<file path="src/rtl/axi4_lite_slave_mem.sv">
// AXI4-Lite slave backed by a small word-addressed register memory.
// Write and read channels run as independent FSMs; a read issued alongside a write to the same word sees the new data.
module axi4_lite_slave_mem #(
    parameter int ADDR_WIDTH = 32,
    parameter int DATA_WIDTH = 32,
    parameter int MEM_DEPTH  = 16
) (
    input  logic                  ACLK,
    input  logic                  ARESET,
    input  logic [ADDR_WIDTH-1:0] AWADDR,
    input  logic                  AWVALID,
    output logic                  AWREADY,
    input  logic [DATA_WIDTH-1:0] WDATA,
    input  logic                  WVALID,
    output logic                  WREADY,
    output logic [1:0]            BRESP,
    output logic                  BVALID,
    input  logic                  BREADY,
    input  logic [ADDR_WIDTH-1:0] ARADDR,
    input  logic                  ARVALID,
    output logic                  ARREADY,
    output logic [DATA_WIDTH-1:0] RDATA,
    output logic [1:0]            RRESP,
    output logic                  RVALID,
    input  logic                  RREADY,
    output logic [7:0]            WR_CNT,
    output logic [7:0]            RD_CNT
);

    localparam int IDX_W = $clog2(MEM_DEPTH);
    localparam logic [1:0] RESP_OKAY   = 2'b00;
    localparam logic [1:0] RESP_SLVERR = 2'b10;

    typedef enum logic [1:0] {
        W_IDLE,
        W_WRITE,
        W_RESP
    } w_state_t;

    typedef enum logic [1:0] {
        R_IDLE,
        R_READ,
        R_DATA
    } r_state_t;

    function automatic logic addr_ok(input logic [ADDR_WIDTH-1:0] a);
        return (a[1:0] == 2'b00) && ((a >> (IDX_W + 2)) == '0);
    endfunction

    function automatic logic [IDX_W-1:0] addr_idx(input logic [ADDR_WIDTH-1:0] a);
        return a[IDX_W+1:2];
    endfunction

    logic [DATA_WIDTH-1:0] mem [MEM_DEPTH];

    w_state_t              w_state, w_next;
    logic [ADDR_WIDTH-1:0] aw_addr_q;
    logic [DATA_WIDTH-1:0] w_data_q;
    logic                  aw_cap_q, w_cap_q;
    logic [1:0]            bresp_q;
    logic [7:0]            wr_cnt_q;
    logic                  awready_c, wready_c, bvalid_c;
    logic                  aw_hs, w_hs, b_hs, mem_we;

    r_state_t              r_state, r_next;
    logic [ADDR_WIDTH-1:0] ar_addr_q;
    logic [DATA_WIDTH-1:0] rdata_q;
    logic [1:0]            rresp_q;
    logic [7:0]            rd_cnt_q;
    logic                  arready_c, rvalid_c;
    logic                  ar_hs, r_hs, ar_ok, bypass;

    // Write path
    always_ff @(posedge ACLK or posedge ARESET) begin
        if (ARESET) begin
            w_state <= W_IDLE;
        end else begin
            w_state <= w_next;
        end
    end

    // Ready strobes are gated by reset so they stay low while ARESET is held.
    always_comb begin
        w_next    = w_state;
        awready_c = 1'b0;
        wready_c  = 1'b0;
        bvalid_c  = 1'b0;
        aw_hs     = 1'b0;
        w_hs      = 1'b0;
        b_hs      = 1'b0;
        mem_we    = 1'b0;
        case (w_state)
            W_IDLE: begin
                awready_c = !aw_cap_q && !ARESET;
                wready_c  = !w_cap_q && !ARESET;
                aw_hs     = AWVALID && awready_c;
                w_hs      = WVALID && wready_c;
                if ((aw_cap_q || aw_hs) && (w_cap_q || w_hs)) begin
                    w_next = W_WRITE;
                end
            end
            W_WRITE: begin
                mem_we = addr_ok(aw_addr_q);
                w_next = W_RESP;
            end
            W_RESP: begin
                bvalid_c = 1'b1;
                b_hs     = BREADY;
                if (BREADY) begin
                    w_next = W_IDLE;
                end
            end
            default: w_next = W_IDLE;
        endcase
    end

    always_ff @(posedge ACLK or posedge ARESET) begin
        if (ARESET) begin
            aw_addr_q <= '0;
            w_data_q  <= '0;
            aw_cap_q  <= 1'b0;
            w_cap_q   <= 1'b0;
            bresp_q   <= RESP_OKAY;
            wr_cnt_q  <= '0;
        end else begin
            if (aw_hs) begin
                aw_addr_q <= AWADDR;
                aw_cap_q  <= 1'b1;
            end
            if (w_hs) begin
                w_data_q <= WDATA;
                w_cap_q  <= 1'b1;
            end
            if (w_state == W_WRITE) begin
                bresp_q <= addr_ok(aw_addr_q) ? RESP_OKAY : RESP_SLVERR;
            end
            if (b_hs) begin
                aw_cap_q <= 1'b0;
                w_cap_q  <= 1'b0;
                wr_cnt_q <= wr_cnt_q + 8'd1;
            end
        end
    end

    always_ff @(posedge ACLK or posedge ARESET) begin
        if (ARESET) begin
            for (int unsigned i = 0; i < MEM_DEPTH; i++) begin
                mem[i] <= '0;
            end
        end else if (mem_we) begin
            mem[addr_idx(aw_addr_q)] <= w_data_q;
        end
    end

    // Read path
    always_ff @(posedge ACLK or posedge ARESET) begin
        if (ARESET) begin
            r_state <= R_IDLE;
        end else begin
            r_state <= r_next;
        end
    end

    always_comb begin
        r_next    = r_state;
        arready_c = 1'b0;
        rvalid_c  = 1'b0;
        ar_hs     = 1'b0;
        r_hs      = 1'b0;
        case (r_state)
            R_IDLE: begin
                arready_c = !ARESET;
                ar_hs     = ARVALID && arready_c;
                if (ar_hs) begin
                    r_next = R_READ;
                end
            end
            R_READ: begin
                r_next = R_DATA;
            end
            R_DATA: begin
                rvalid_c = 1'b1;
                r_hs     = RREADY;
                if (RREADY) begin
                    r_next = R_IDLE;
                end
            end
            default: r_next = R_IDLE;
        endcase
    end

    // The memory write lands on the same edge as the read sample, so forward the pending word.
    always_comb begin
        ar_ok  = addr_ok(ar_addr_q);
        bypass = mem_we && ar_ok && (addr_idx(aw_addr_q) == addr_idx(ar_addr_q));
    end

    always_ff @(posedge ACLK or posedge ARESET) begin
        if (ARESET) begin
            ar_addr_q <= '0;
            rdata_q   <= '0;
            rresp_q   <= RESP_OKAY;
            rd_cnt_q  <= '0;
        end else begin
            if (ar_hs) begin
                ar_addr_q <= ARADDR;
            end
            if (r_state == R_READ) begin
                if (!ar_ok) begin
                    rdata_q <= '0;
                end else if (bypass) begin
                    rdata_q <= w_data_q;
                end else begin
                    rdata_q <= mem[addr_idx(ar_addr_q)];
                end
                rresp_q <= ar_ok ? RESP_OKAY : RESP_SLVERR;
            end
            if (r_hs) begin
                rd_cnt_q <= rd_cnt_q + 8'd1;
            end
        end
    end

    assign AWREADY = awready_c;
    assign WREADY  = wready_c;
    assign BVALID  = bvalid_c;
    assign BRESP   = bresp_q;
    assign WR_CNT  = wr_cnt_q;
    assign ARREADY = arready_c;
    assign RVALID  = rvalid_c;
    assign RDATA   = rdata_q;
    assign RRESP   = rresp_q;
    assign RD_CNT  = rd_cnt_q;

endmodule

</file>
<file path="config.mk">
export PLATFORM = sky130hd
export DESIGN_NAME = axi4_lite_slave_mem
export DESIGN_NICKNAME = d
export VERILOG_FILES = /design/src/rtl/axi4_lite_slave_mem.sv
export SDC_FILE = /design/constraint.sdc
export NUM_CORES = 1
export LEC_CHECK = 0
export CAP_MARGIN = 0
export CORE_UTILIZATION = 56
export CTS_BUF_LIST = sky130_fd_sc_hd__clkbuf_8
export DETAILED_ROUTE_END_ITERATION = 8
export PLACE_DENSITY = 0.84
export SETUP_SLACK_MARGIN = 0.02
export SLEW_MARGIN = 25
export SYNTH_ARGS = -nofsm -noshare
export SYNTH_HDL_FRONTEND = slang
export SYNTH_SLANG_ARGS = --single-unit
</file>
<file path="constraint.sdc">
create_clock -name ACLK -period 22.2 [get_ports ACLK]
set_input_delay 2.22 -clock ACLK [delete_from_list [all_inputs] [get_ports ACLK]]
set_output_delay 2.22 -clock ACLK [all_outputs]
set_load 0.03 [all_outputs]
</file>
==> results by group, run 1 <==
STA
  • Actual slew at the worst max-slew pin: approximately 0.95 ns
  • Final Hold Viols: 0
  • Setup violation total in the final timing report: 0
  • RSZ-0062 raised after global routing: no
  • Worst slew margin relative to its limit: 0.367
  • Number of slew-limit violations in the final report: 0
  • Setup tns final: 0 ns
  • Fin crit share: 0.288
  • Hold slack: about 0.47 ns
  • Layout Skew: 0.0405 ns
  • Timing-limited maximum frequency: 156 MHz
  • Minimum clock period: 6.40 ns

GRT
  • Via count of the first global-routing pass: 18.8k
  • Pin count of the biggest net entering global routing: between 150 and 200
  • Overflow left after global routing: 0
  • Antenna violations before repair: 0
  • Global-route wire length before repair: around 110 mm
  • Overall fraction of global-route tracks in use: 0.262

CTS
  • Count of H-tree levels built during CTS: 3
  • Total number of clock tree sinks: around 660
  • TritonCTS clock tree: done
  • Clock slew at the register clock pins of the worst setup and hold paths: approximately 0.05 ns
  • Skew-Pair Late Insertion Delay: roughly 0.71 ns
  • CTS Hold Buffers Added: 0
  • Number of instances resized during post-cts repair: 0
  • CTS max path bufs: 3
  • CTS Root Cell: sky130_fd_sc_hd__clkbuf_8
  • Number of buffers added by the clock tree synthesis step: around 110
  • # Post-CTS Setup Buffers: 0

Job
  • Max-capacitance violation count: 0

Critical path
  • Reg2reg setup slack: ~19 ns
  • Reg2Reg Depth: 6
  • CP Data Arrival Time: 4.18 ns
  • Destination of the worst register-to-register timing path: mem[271]
  • Beginning of the worst register-to-register path: aw_addr_q[19]
  • Type of the worst setup path: in2out
  • Stage delay of the slowest cell on the critical path: between 0.7 and 0.8 ns
  • Critical Path Sink Type: primary output
  • Required time worst endpoint: about 20 ns
  • Worst path top cell family by delay: buffers and inverters
  • CP Launch Type: input port
  • Critical path buffers and inverters: 2
  • Highest fanout seen on the critical path: 4
  • Worst path most repeated cell: sky130_fd_sc_hd__clkdlybuf4s50_1
  • Chain of cells forming the critical path: clkdlybuf4s50_1 > nor4_1 > clkdlybuf4s50_1
  • Cell with the largest stage delay on the worst path: sky130_fd_sc_hd__clkdlybuf4s50_1

Logic synthesis
  • Synthesized instance count: ~1.9k
  • Flops & latches, synth: 664
  • Combined area of all synthesized cells: 29400 um2
  • Mean post-synth cell area: roughly 15 um2
  • Sequential share of the synthesized area: 0.565
  • Yosys warns: 0
  • Post-synth cell types: 42

Drt
  • Detailed-router iteration count before antenna repair: 5
  • Detailed-route via count: 17.1k
  • Count of nets left with antenna violations after detail routing: 0
  • Violation count after the first detailed-route iteration: 1284
  • DRC errors left: 0
  • Overall routed net length: 67.1 mm
  • Per-cell via count in the routed design: roughly 6
  • Drt wl/cell: around 24 um

Cells and area
  • Number of nets at the end of the flow: 2149
  • Leading cell types in the layout, fill and taps excluded: 662 x sky130_fd_sc_hd__dfrtp_1, 552 x sky130_fd_sc_hd__mux2_2, 157 x sky130_fd_sc_hd__clkdlybuf4s50_1, 129 x sky130_fd_sc_hd__clkbuf_8, 128 x sky130_fd_sc_hd__mux4_2
  • Number of inserted diodes: 0
  • Total of fill cells in the finished design: approximately 3.6k
  • Synthesis-to-layout area growth: 13.6%
  • Layout cell share with drive strength beyond 1: 0.420
  • Most common cell after layout, fill and taps aside: sky130_fd_sc_hd__dfrtp_1

Min path
  • Worst min-delay path class: reg2reg
  • Worst Hold End: RDATA[12]
  • Start point of the worst hold path: RDATA[12]
  • Cell depth of the worst min-delay path: 2

Floorplanning
  • I/O pin cnt: 160
  • Die H: between 200 and 250 um
  • Area of the die: between 50000 and 60000 um2
  • Total core area: 51600 um2
  • DIE WIDTH: about 230 um
  • Count of standard-cell rows: 83
  • Effective utilization at floorplan: 0.569

Place
  • IO buf count: approximately 160
  • Placer's final routability congestion estimate: about 0.77
  • Half-perimeter wire length after placement: 37.5 mm

Status
  • Result of the run: finished, final reports clean

Power and ir drop
  • Portion of total power attributed to the clock network: 0.348
  • Standby leakage power: 16.0 nW
  • Max VDD drop: around 0.063 mV
  • Fraction of power consumed by combinational cells: 0.133
  • Sequential cell fraction of total power: 0.519
  • Post-layout total power: roughly 0.0029 W
  • Net switching power: 0.000883 W
  • Switching share of power: 0.304
  • Internal power: 0.00202 W
  • Power density normalized to cell area: ~87 nW/um2
[state kept, by name (all words and copies together) (netlist names)]
signal,cells
WR_CNT,8
ar_addr_q,32
w_data_q,32
mem,512
RDATA,32
r_state,2
RD_CNT,8
aw_addr_q,32
w_state,2
aw_cap_q,1
RRESP,1
w_cap_q,1
BRESP,1
[how the worst max path moves through the flow]
stage / start / slack (ns) / cells past startpoint / end
after CTS: ARESET / 15.83 / 3 / WREADY
final: ARESET / 15.80 / 3 / WREADY
after global routing: ARESET / 15.73 / 3 / WREADY
after floorplan: ARESET / 1.35 / 1 / BRESP[1]
after global placement: ARESET / 15.70 / 5 / RDATA[22]
after detailed placement: ARESET / 15.83 / 3 / WREADY
[cell usage after synthesis (all sizes together)]
cell type | instances | area share
dfrtp | 664 | 0.57
mux2 | 610 | 0.23
mux4 | 128 | 0.098
buf | 91 | 0.022
nand2 | 75 | 0.0098
clkbuf | 65 | 0.0083
a22oi | 62 | 0.016
nor2 | 38 | 0.0049
a21oi | 33 | 0.0056
o31ai | 32 | 0.0082
nor4 | 22 | 0.0067
nor3 | 13 | 0.0062
nand3 | 10 | 0.0017
xor2 | 10 | 0.0030
xnor2 | 8 | 0.0024
nand2b | 6 | 0.0013
nor2b | 4 | 0.00085
and3 | 3 | 0.00064
inv | 3 | 0.00038
mux2i | 3 | 0.0010
and2 | 2 | 0.00043
and4 | 2 | 0.00068
ha | 2 | 0.00085
nand3b | 2 | 0.00051
o21a | 2 | 0.00051
a21o | 1 | 0.00026
and2b | 1 | 0.00026
conb | 1 | 0.00013
nand4 | 1 | 0.00021
o21ai | 1 | 0.00017
o22ai | 1 | 0.00021
or2 | 1 | 0.00021
[power groups by stage]
stage	registers [W]	clock network (W)	logic, W
floorplan	0.00140	0	0.000348
global placement	0.00151	0	0.000379
global route	0.00153	0.00109	0.000413
detailed placement	0.00152	0	0.000390
CTS	0.00150	0.00103	0.000391
finish	0.00151	0.00101	0.000386
[cell families after synthesis]
group                    Yosys count  synth area share
AND/OR/NAND/NOR                  180            0.0344
buffers and inverters            159            0.0304
other                              1          0.000128
XOR/XNOR                          18           0.00536
AO/OA/AOI/OAI                    132            0.0308
multiplexers                     741             0.333
flip-flops                       664             0.565
adder cells (fa/ha/maj)            2          0.000851
[routing by layer]
metal / share of wire / track usage / routed length, um / up-vias
li1: - / - / - / 7325
met1: 0.42 / 0.350 / 28100 / 9223
met3: 0.052 / 0.0517 / 3470 / 115
met5: 0 / 0 / 0 / -
met2: 0.51 / 0.434 / 34000 / 454
met4: 0.022 / 0.0820 / 1450 / 0
[worst register-to-register path, stage by stage (launching register included)]
cell and delay (ns):
sky130_fd_sc_hd__dfrtp_1 0.37, sky130_fd_sc_hd__nor4_1 0.35, sky130_fd_sc_hd__and4_1 0.37, sky130_fd_sc_hd__nand2_4 0.31
sky130_fd_sc_hd__nor3_4 0.74, sky130_fd_sc_hd__buf_4 0.56, sky130_fd_sc_hd__mux2_2 0.41
[final cells by class]
cell class,instances,area (um2),area share
clock buffer,129,1780,0.0532
tap,680,851,0.0255
timing repair buffer,194,1890,0.0566
multi-input combinational,1075,11900,0.358
sequential,664,16600,0.498
clock inverter,55,294,0.00880
inverter,3,23.8,0.000712
[per-stage QoR]
| stage | utilization | instance area, um2 | worst slack (ns) | std cells |
|---|---|---|---|---|
| after floorplan | - | 29400 | 1.35 | 1898 |
| after global placement | 0.606 | 31300 | 15.70 | 2615 |
| after global routing | 0.647 | 33400 | 15.73 | 2800 |
| final | 0.647 | 33400 | 15.80 | 2800 |
| after CTS | 0.647 | 33400 | 15.83 | 2800 |
| after detailed placement | 0.607 | 31300 | 15.83 | 2616 |
Note: power is estimated with default switching activity, not from simulation.
==> inputs of run 2 (changes only) <==
==> constraint.sdc (replaced) <==
create_clock -name ACLK -period 5.73 [get_ports ACLK]
set_input_delay 0.573 -clock ACLK [delete_from_list [all_inputs] [get_ports ACLK]]
set_output_delay 0.573 -clock ACLK [all_outputs]
set_load 0.03 [all_outputs]
==> run 2 against run 1 <==
Compared with the run above:
- final area up 0.78%
- critical endpoint is now mem[277]
- flip-flop and latch count stayed put
- first-iteration DRC count increased by 7.3%
- largest cell class unchanged
- via count grew 0.54%
- non-clock buffer count is 4 higher
- sequential power rose to 3.9 times the previous value
==> results by group, run 2 (synthesized netlist as in run 1, its figures left out) <==
Critical path
  • Required time worst endpoint: approximately 6.3 ns
  • Cell with the largest stage delay on the worst path: sky130_fd_sc_hd__nor3_4
  • Highest fanout seen on the critical path: 23
  • Destination of the worst register-to-register timing path: mem[277]
  • Stage delay of the slowest cell on the critical path: about 0.7 ns
  • Start point of the critical path: aw_addr_q[16]
  • Number of stages on the worst setup path: 6
  • Reg2Reg Depth: 6
  • Critical path buffers and inverters: 1
  • Critical Path Sink Type: register
  • Reg2reg setup slack: around 2.4 ns
  • Type of the worst setup path: reg2reg
  • Chain of cells forming the critical path: nor4_1 > and4_1 > nand2_4 > nor3_4 > buf_4 > mux2_2
  • CP Launch Type: register
  • CP Data Arrival Time: 3.88 ns
  • Beginning of the worst register-to-register path: aw_addr_q[16]
  • Worst path top cell family by delay: simple AND/OR/NAND/NOR gates

CTS
  • Count of H-tree levels built during CTS: 3
  • Number of instances resized during post-cts repair: 0
  • Clock slew at the register clock pins of the worst setup and hold paths: 0.06 ns
  • CTS max path bufs: 3
  • # Post-CTS Setup Buffers: 0
  • CTS Hold Buffers Added: 0
  • TritonCTS clock tree: done
  • Total number of clock tree sinks: between 600 and 700
  • Number of buffers added by the clock tree synthesis step: between 100 and 150
  • Skew-Pair Late Insertion Delay: 0.71 ns
  • CTS Root Cell: sky130_fd_sc_hd__clkbuf_8

Power and ir drop
  • Max VDD drop: 0.303 mV
  • Post-layout total power: ~0.012 W
  • Power density normalized to cell area: approximately 350 nW/um2
  • Standby leakage power: around 16 nW

Drt
  • Drt wl/cell: approximately 24 um
  • Per-cell via count in the routed design: a little over 6
  • Overall routed net length: approximately 68 mm
  • Count of nets left with antenna violations after detail routing: 0
  • Violation count after the first detailed-route iteration: 1378
  • Detailed-route via count: roughly 17k
  • Detailed-router iteration count before antenna repair: 5
  • DRC errors left: 0

Floorplanning
  • I/O pin cnt: 160
  • DIE WIDTH: 231 um
  • Die H: 231 um
  • Area of the die: 53400 um2
  • Count of standard-cell rows: 83
  • Effective utilization at floorplan: 0.569
  • Total core area: about 52000 um2

Place
  • Half-perimeter wire length after placement: ~39 mm
  • Placer's final routability congestion estimate: 0.790
  • IO buf count: about 160

STA
  • Timing-limited maximum frequency: around 300 MHz
  • Fin crit share: 0.580
  • Setup violation total in the final timing report: 0
  • Worst slew margin relative to its limit: 0.289
  • Actual slew at the worst max-slew pin: 1.06 ns
  • Minimum clock period: 3.32 ns
  • Layout Skew: 0.0398 ns
  • RSZ-0062 raised after global routing: no
  • Number of slew-limit violations in the final report: 0
  • Final Hold Viols: 0

Cells and area
  • Number of flip-flops in the largest register: about 510
  • Leading cell types in the layout, fill and taps excluded: 662 x sky130_fd_sc_hd__dfrtp_1, 552 x sky130_fd_sc_hd__mux2_2, 157 x sky130_fd_sc_hd__clkdlybuf4s50_1, 134 x sky130_fd_sc_hd__clkbuf_8, 128 x sky130_fd_sc_hd__mux4_2
  • Synthesis-to-layout area growth: 14.5%
  • Register ranked first by flip-flop count: mem
  • Layout cell share with drive strength beyond 1: 0.426
  • Most common cell after layout, fill and taps aside: sky130_fd_sc_hd__dfrtp_1
  • Number of nets at the end of the flow: ~2.2k
  • Fin util: 0.652

GRT
  • Pin count of the biggest net entering global routing: 169
  • Overflow left after global routing: 0
  • Global-route wire length before repair: ~110 mm
  • Antenna violations before repair: 1
  • Overall fraction of global-route tracks in use: 0.264
  • Via count of the first global-routing pass: around 18k

Min path
  • Start point of the worst hold path: WDATA[1]
  • Worst min-delay path class: in2reg
  • Cell depth of the worst min-delay path: 2
  • Worst Hold End: w_data_q[1]

Status
  • Result of the run: finished, final reports clean

Job
  • Max-capacitance violation count: 0
==> run 2: cell types whose count changed in the layout (fill, tap and decap cells not counted), moves of 2 or more <==
| cell | before | now |
|---|---|---|
| sky130_fd_sc_hd__clkbuf_8 | 129 | 134 |
| sky130_fd_sc_hd__bufinv_16 | 2 | 7 |
| sky130_fd_sc_hd__buf_6 | 2 | 0 |
| sky130_fd_sc_hd__inv_1 | 42 | 35 |
| sky130_fd_sc_hd__buf_4 | 33 | 35 |
| sky130_fd_sc_hd__clkinv_2 | 7 | 17 |
| sky130_fd_sc_hd__buf_12 | 1 | 6 |
==> run 2: through the flow <==
step | hold WS (ns) | setup TNS (ns) | setup WS [ns] | std cells | area [um2]
floorplan | 0.452 | -2615.39 | -5.23 | 1898 | 29400
global placement | 0.462 | 0 | 2.46 | 2620 | 31400
detailed placement | 0.467 | 0 | 2.44 | 2620 | 31400
CTS | 0.440 | 0 | 2.39 | 2814 | 33700
global route | 0.457 | 0 | 2.26 | 2815 | 33700
finish | 0.473 | 0 | 2.41 | 2815 | 33700
==> run 2: worst reg2reg max path: stages, from the launching register on <==
cell	delay, ns
sky130_fd_sc_hd__dfrtp_1	0.37
sky130_fd_sc_hd__nor4_1	0.34
sky130_fd_sc_hd__and4_1	0.45
sky130_fd_sc_hd__nand2_4	0.35
sky130_fd_sc_hd__nor3_4	0.70
sky130_fd_sc_hd__buf_4	0.55
sky130_fd_sc_hd__mux2_2	0.43
==> run 2: final cells by class <==
cell class              count  area, um2
fillers                  3507      18000
flip-flops and latches    664      16600
multi-input cells        1075      11900
repair buffers            198       1950
clock buffers             134       1840
well taps                 680        851
clock inverters            60        442
inverters                   3       15.0
diodes                      1       2.50
==> run 2: metal layers <==
layer,global-route usage,wire length (um),up-vias
li1,-,-,7336
met3,0.0520,4250,147
met5,0,0,-
met1,0.351,27900,9137
met4,0.0873,1840,0
met2,0.439,34300,589
==> run 2: worst max-delay path by stage <==
| stage | endpoint |
|---|---|
| CTS | mem[277] |
| detailed placement | mem[281] |
| global route | mem[277] |
| floorplan | w_state[0] |
| global placement | mem[280] |
| finish | mem[277] |
==> run 2: power breakdown <==
group	leakage, nW	internal, W	total (W)	switching (W)
logic	5.73	0.000699	0.00150	0.000801
registers	9.05	0.00502	0.00584	0.000822
clock network	1.31	0.00241	0.00428	0.00186
==> inputs of run 3 (changes only) <==
==> constraint.sdc (replaced) <==
create_clock -name ACLK -period 2.8 [get_ports ACLK]
set_input_delay 0.28 -clock ACLK [delete_from_list [all_inputs] [get_ports ACLK]]
set_output_delay 0.28 -clock ACLK [all_outputs]
set_load 0.03 [all_outputs]
==> run 3 against run 2 <==
Compared with the run above:
- count of clock-buffer cells in the layout increased by 3
- non-clock buffer count grew 35
- sequential power increased by 100%
- combinational power increased by 130%
- hold slack got worse by 0.30 ns
- clock skew grew 0.0072 ns
- register-to-register slack got worse by 2.1 ns
- routed wire length fell by 1.0%
- critical path type is now reg2out
- critical endpoint is now WREADY
==> results by group, run 3 (synthesized netlist as in run 1, its figures left out) <==
STA
  • Worst slew margin relative to its limit: 0.501
  • Setup violation total in the final timing report: 0
  • Fin crit share: 0.942
  • Actual slew at the worst max-slew pin: approximately 0.75 ns
  • Timing-limited maximum frequency: roughly 380 MHz
  • Layout Skew: around 0.047 ns
  • Setup tns final: 0 ns
  • RSZ-0062 raised after global routing: no
  • Hold slack: ~0.17 ns
  • Post-route worst setup slack: around 0.16 ns
  • Final Hold Viols: 0
  • Number of slew-limit violations in the final report: 0
  • Minimum clock period: 2.64 ns

Min path
  • Start point of the worst hold path: WDATA[1]
  • Worst Hold End: w_data_q[1]
  • Worst min-delay path class: in2reg
  • Cell depth of the worst min-delay path: 2

Cells and area
  • Area of combinational cells with multiple inputs: around 12000 um2
  • Most common cell after layout, fill and taps aside: sky130_fd_sc_hd__dfrtp_1
  • Total of fill cells in the finished design: between 3k and 4k
  • Synthesis-to-layout area growth: 16.3%
  • Register ranked first by flip-flop count: mem
  • Post-layout instance area: 34200 um2
  • Footprint of the flip-flops and latches: 16600 um2
  • Number of nets at the end of the flow: roughly 2.2k
  • Layout cell share with drive strength beyond 1: 0.435
  • Number of flip-flops in the largest register: about 500
  • Leading cell types in the layout, fill and taps excluded: 662 x sky130_fd_sc_hd__dfrtp_1, 552 x sky130_fd_sc_hd__mux2_2, 156 x sky130_fd_sc_hd__clkdlybuf4s50_1, 137 x sky130_fd_sc_hd__clkbuf_8, 128 x sky130_fd_sc_hd__mux4_2

Floorplanning
  • Die H: 231 um
  • Effective utilization at floorplan: 0.569
  • Count of standard-cell rows: 83
  • I/O pin cnt: 160
  • Total core area: about 52000 um2
  • DIE WIDTH: roughly 230 um
  • Area of the die: between 50000 and 60000 um2

CTS
  • Total number of clock tree sinks: approximately 660
  • Skew-Pair Late Insertion Delay: a little over 0.7 ns
  • TritonCTS clock tree: done
  • # Post-CTS Setup Buffers: 0
  • Number of buffers added by the clock tree synthesis step: around 110
  • Count of H-tree levels built during CTS: 3
  • Clock slew at the register clock pins of the worst setup and hold paths: about 0.060 ns
  • CTS max path bufs: 3
  • CTS Hold Buffers Added: 0
  • Number of instances resized during post-cts repair: 0
  • CTS Root Cell: sky130_fd_sc_hd__clkbuf_8

Critical path
  • CP Launch Type: register
  • Reg2Reg Depth: 6
  • Highest fanout seen on the critical path: 6
  • Reg2reg setup slack: about 0.33 ns
  • Cell with the largest stage delay on the worst path: sky130_fd_sc_hd__clkdlybuf4s50_1
  • Destination of the worst register-to-register timing path: mem[333]
  • Chain of cells forming the critical path: nor4_1 > clkdlybuf4s50_1
  • Stage delay of the slowest cell on the critical path: approximately 0.79 ns
  • Beginning of the worst register-to-register path: aw_addr_q[9]
  • Required time worst endpoint: about 2.5 ns
  • CP Data Arrival Time: ~2.4 ns
  • Critical Path Sink Type: primary output
  • Type of the worst setup path: reg2out

GRT
  • Pin count of the biggest net entering global routing: about 130
  • Antenna violations before repair: 1
  • Overall fraction of global-route tracks in use: 0.266
  • Global-route wire length before repair: about 110 mm
  • Via count of the first global-routing pass: 19.0k
  • Overflow left after global routing: 0

Place
  • IO buf count: around 160
  • Placement Cell Area: 32000 um2
  • Placer's final routability congestion estimate: roughly 0.8
  • Half-perimeter wire length after placement: 41.5 mm
  • Worst setup slack after placement: 0.206 ns

Power and ir drop
  • Standby leakage power: roughly 16 nW
  • Power density normalized to cell area: a little under 700 nW/um2
  • Max VDD drop: ~0.54 mV

Status
  • Result of the run: finished, final reports clean

Job
  • Max-capacitance violation count: 0

Drt
  • Drt wl/cell: roughly 24 um
  • Violation count after the first detailed-route iteration: ~1.2k
  • DRC errors left: 0
  • Per-cell via count in the routed design: just over 6
  • Count of nets left with antenna violations after detail routing: 0
  • Detailed-router iteration count before antenna repair: 5
  • Overall routed net length: between 60 and 70 mm
  • Detailed-route via count: ~17k
-- run 3: worst max-delay path by stage --
stage | start | depth (start not counted) | end
floorplan | ARESET | 3 | w_state[0]
global placement | ARESET | 5 | w_data_q[23]
detailed placement | ARESET | 5 | w_data_q[21]
CTS | w_state[0] | 2 | WREADY
global route | w_state[0] | 2 | WREADY
finish | w_state[0] | 2 | WREADY
-- run 3: metrics by stage --
step	total power [W]	instances	utilization
finish	0.0236	2850	0.662
global route	0.0246	2849	0.662
CTS	0.0238	2848	0.662
detailed placement	0.0154	2655	0.620
global placement	0.0152	2655	0.620
floorplan	0.0139	1898	-
-- run 3: worst max-delay path, delay by kind of cell (launching register included) --
family / cells / cell delay [ns]
buf+inv: 1 / 0.79
flops: 1 / 0.43
simple gates: 1 / 0.45
-- run 3: final cells by class --
cell class	count	area share
diodes	2	0.000146
clock inverters	56	0.00834
clock buffers	137	0.0552
well taps	680	0.0249
flip-flops and latches	664	0.486
multi-input cells	1075	0.349
inverters	3	0.000439
repair buffers	233	0.0759
-- run 3: routing by layer --
metal / vias to the layer above / GRT usage / share of wire
li1: 7408 / - / -
met4: 0 / 0.104 / 0.034
met5: - / 0 / 0
met1: 9317 / 0.360 / 0.41
met2: 553 / 0.431 / 0.49
met3: 156 / 0.0496 / 0.065
-- run 3: power by group --
| part | internal (W) | leakage, nW | switching [W] |
|---|---|---|---|
| clock | 0.00448 | 1.26 | 0.00383 |
| sequential | 0.0103 | 9.05 | 0.00159 |
| combinational | 0.00160 | 6.02 | 0.00184 |
| total | 0.0164 | 16.3 | 0.00726 |
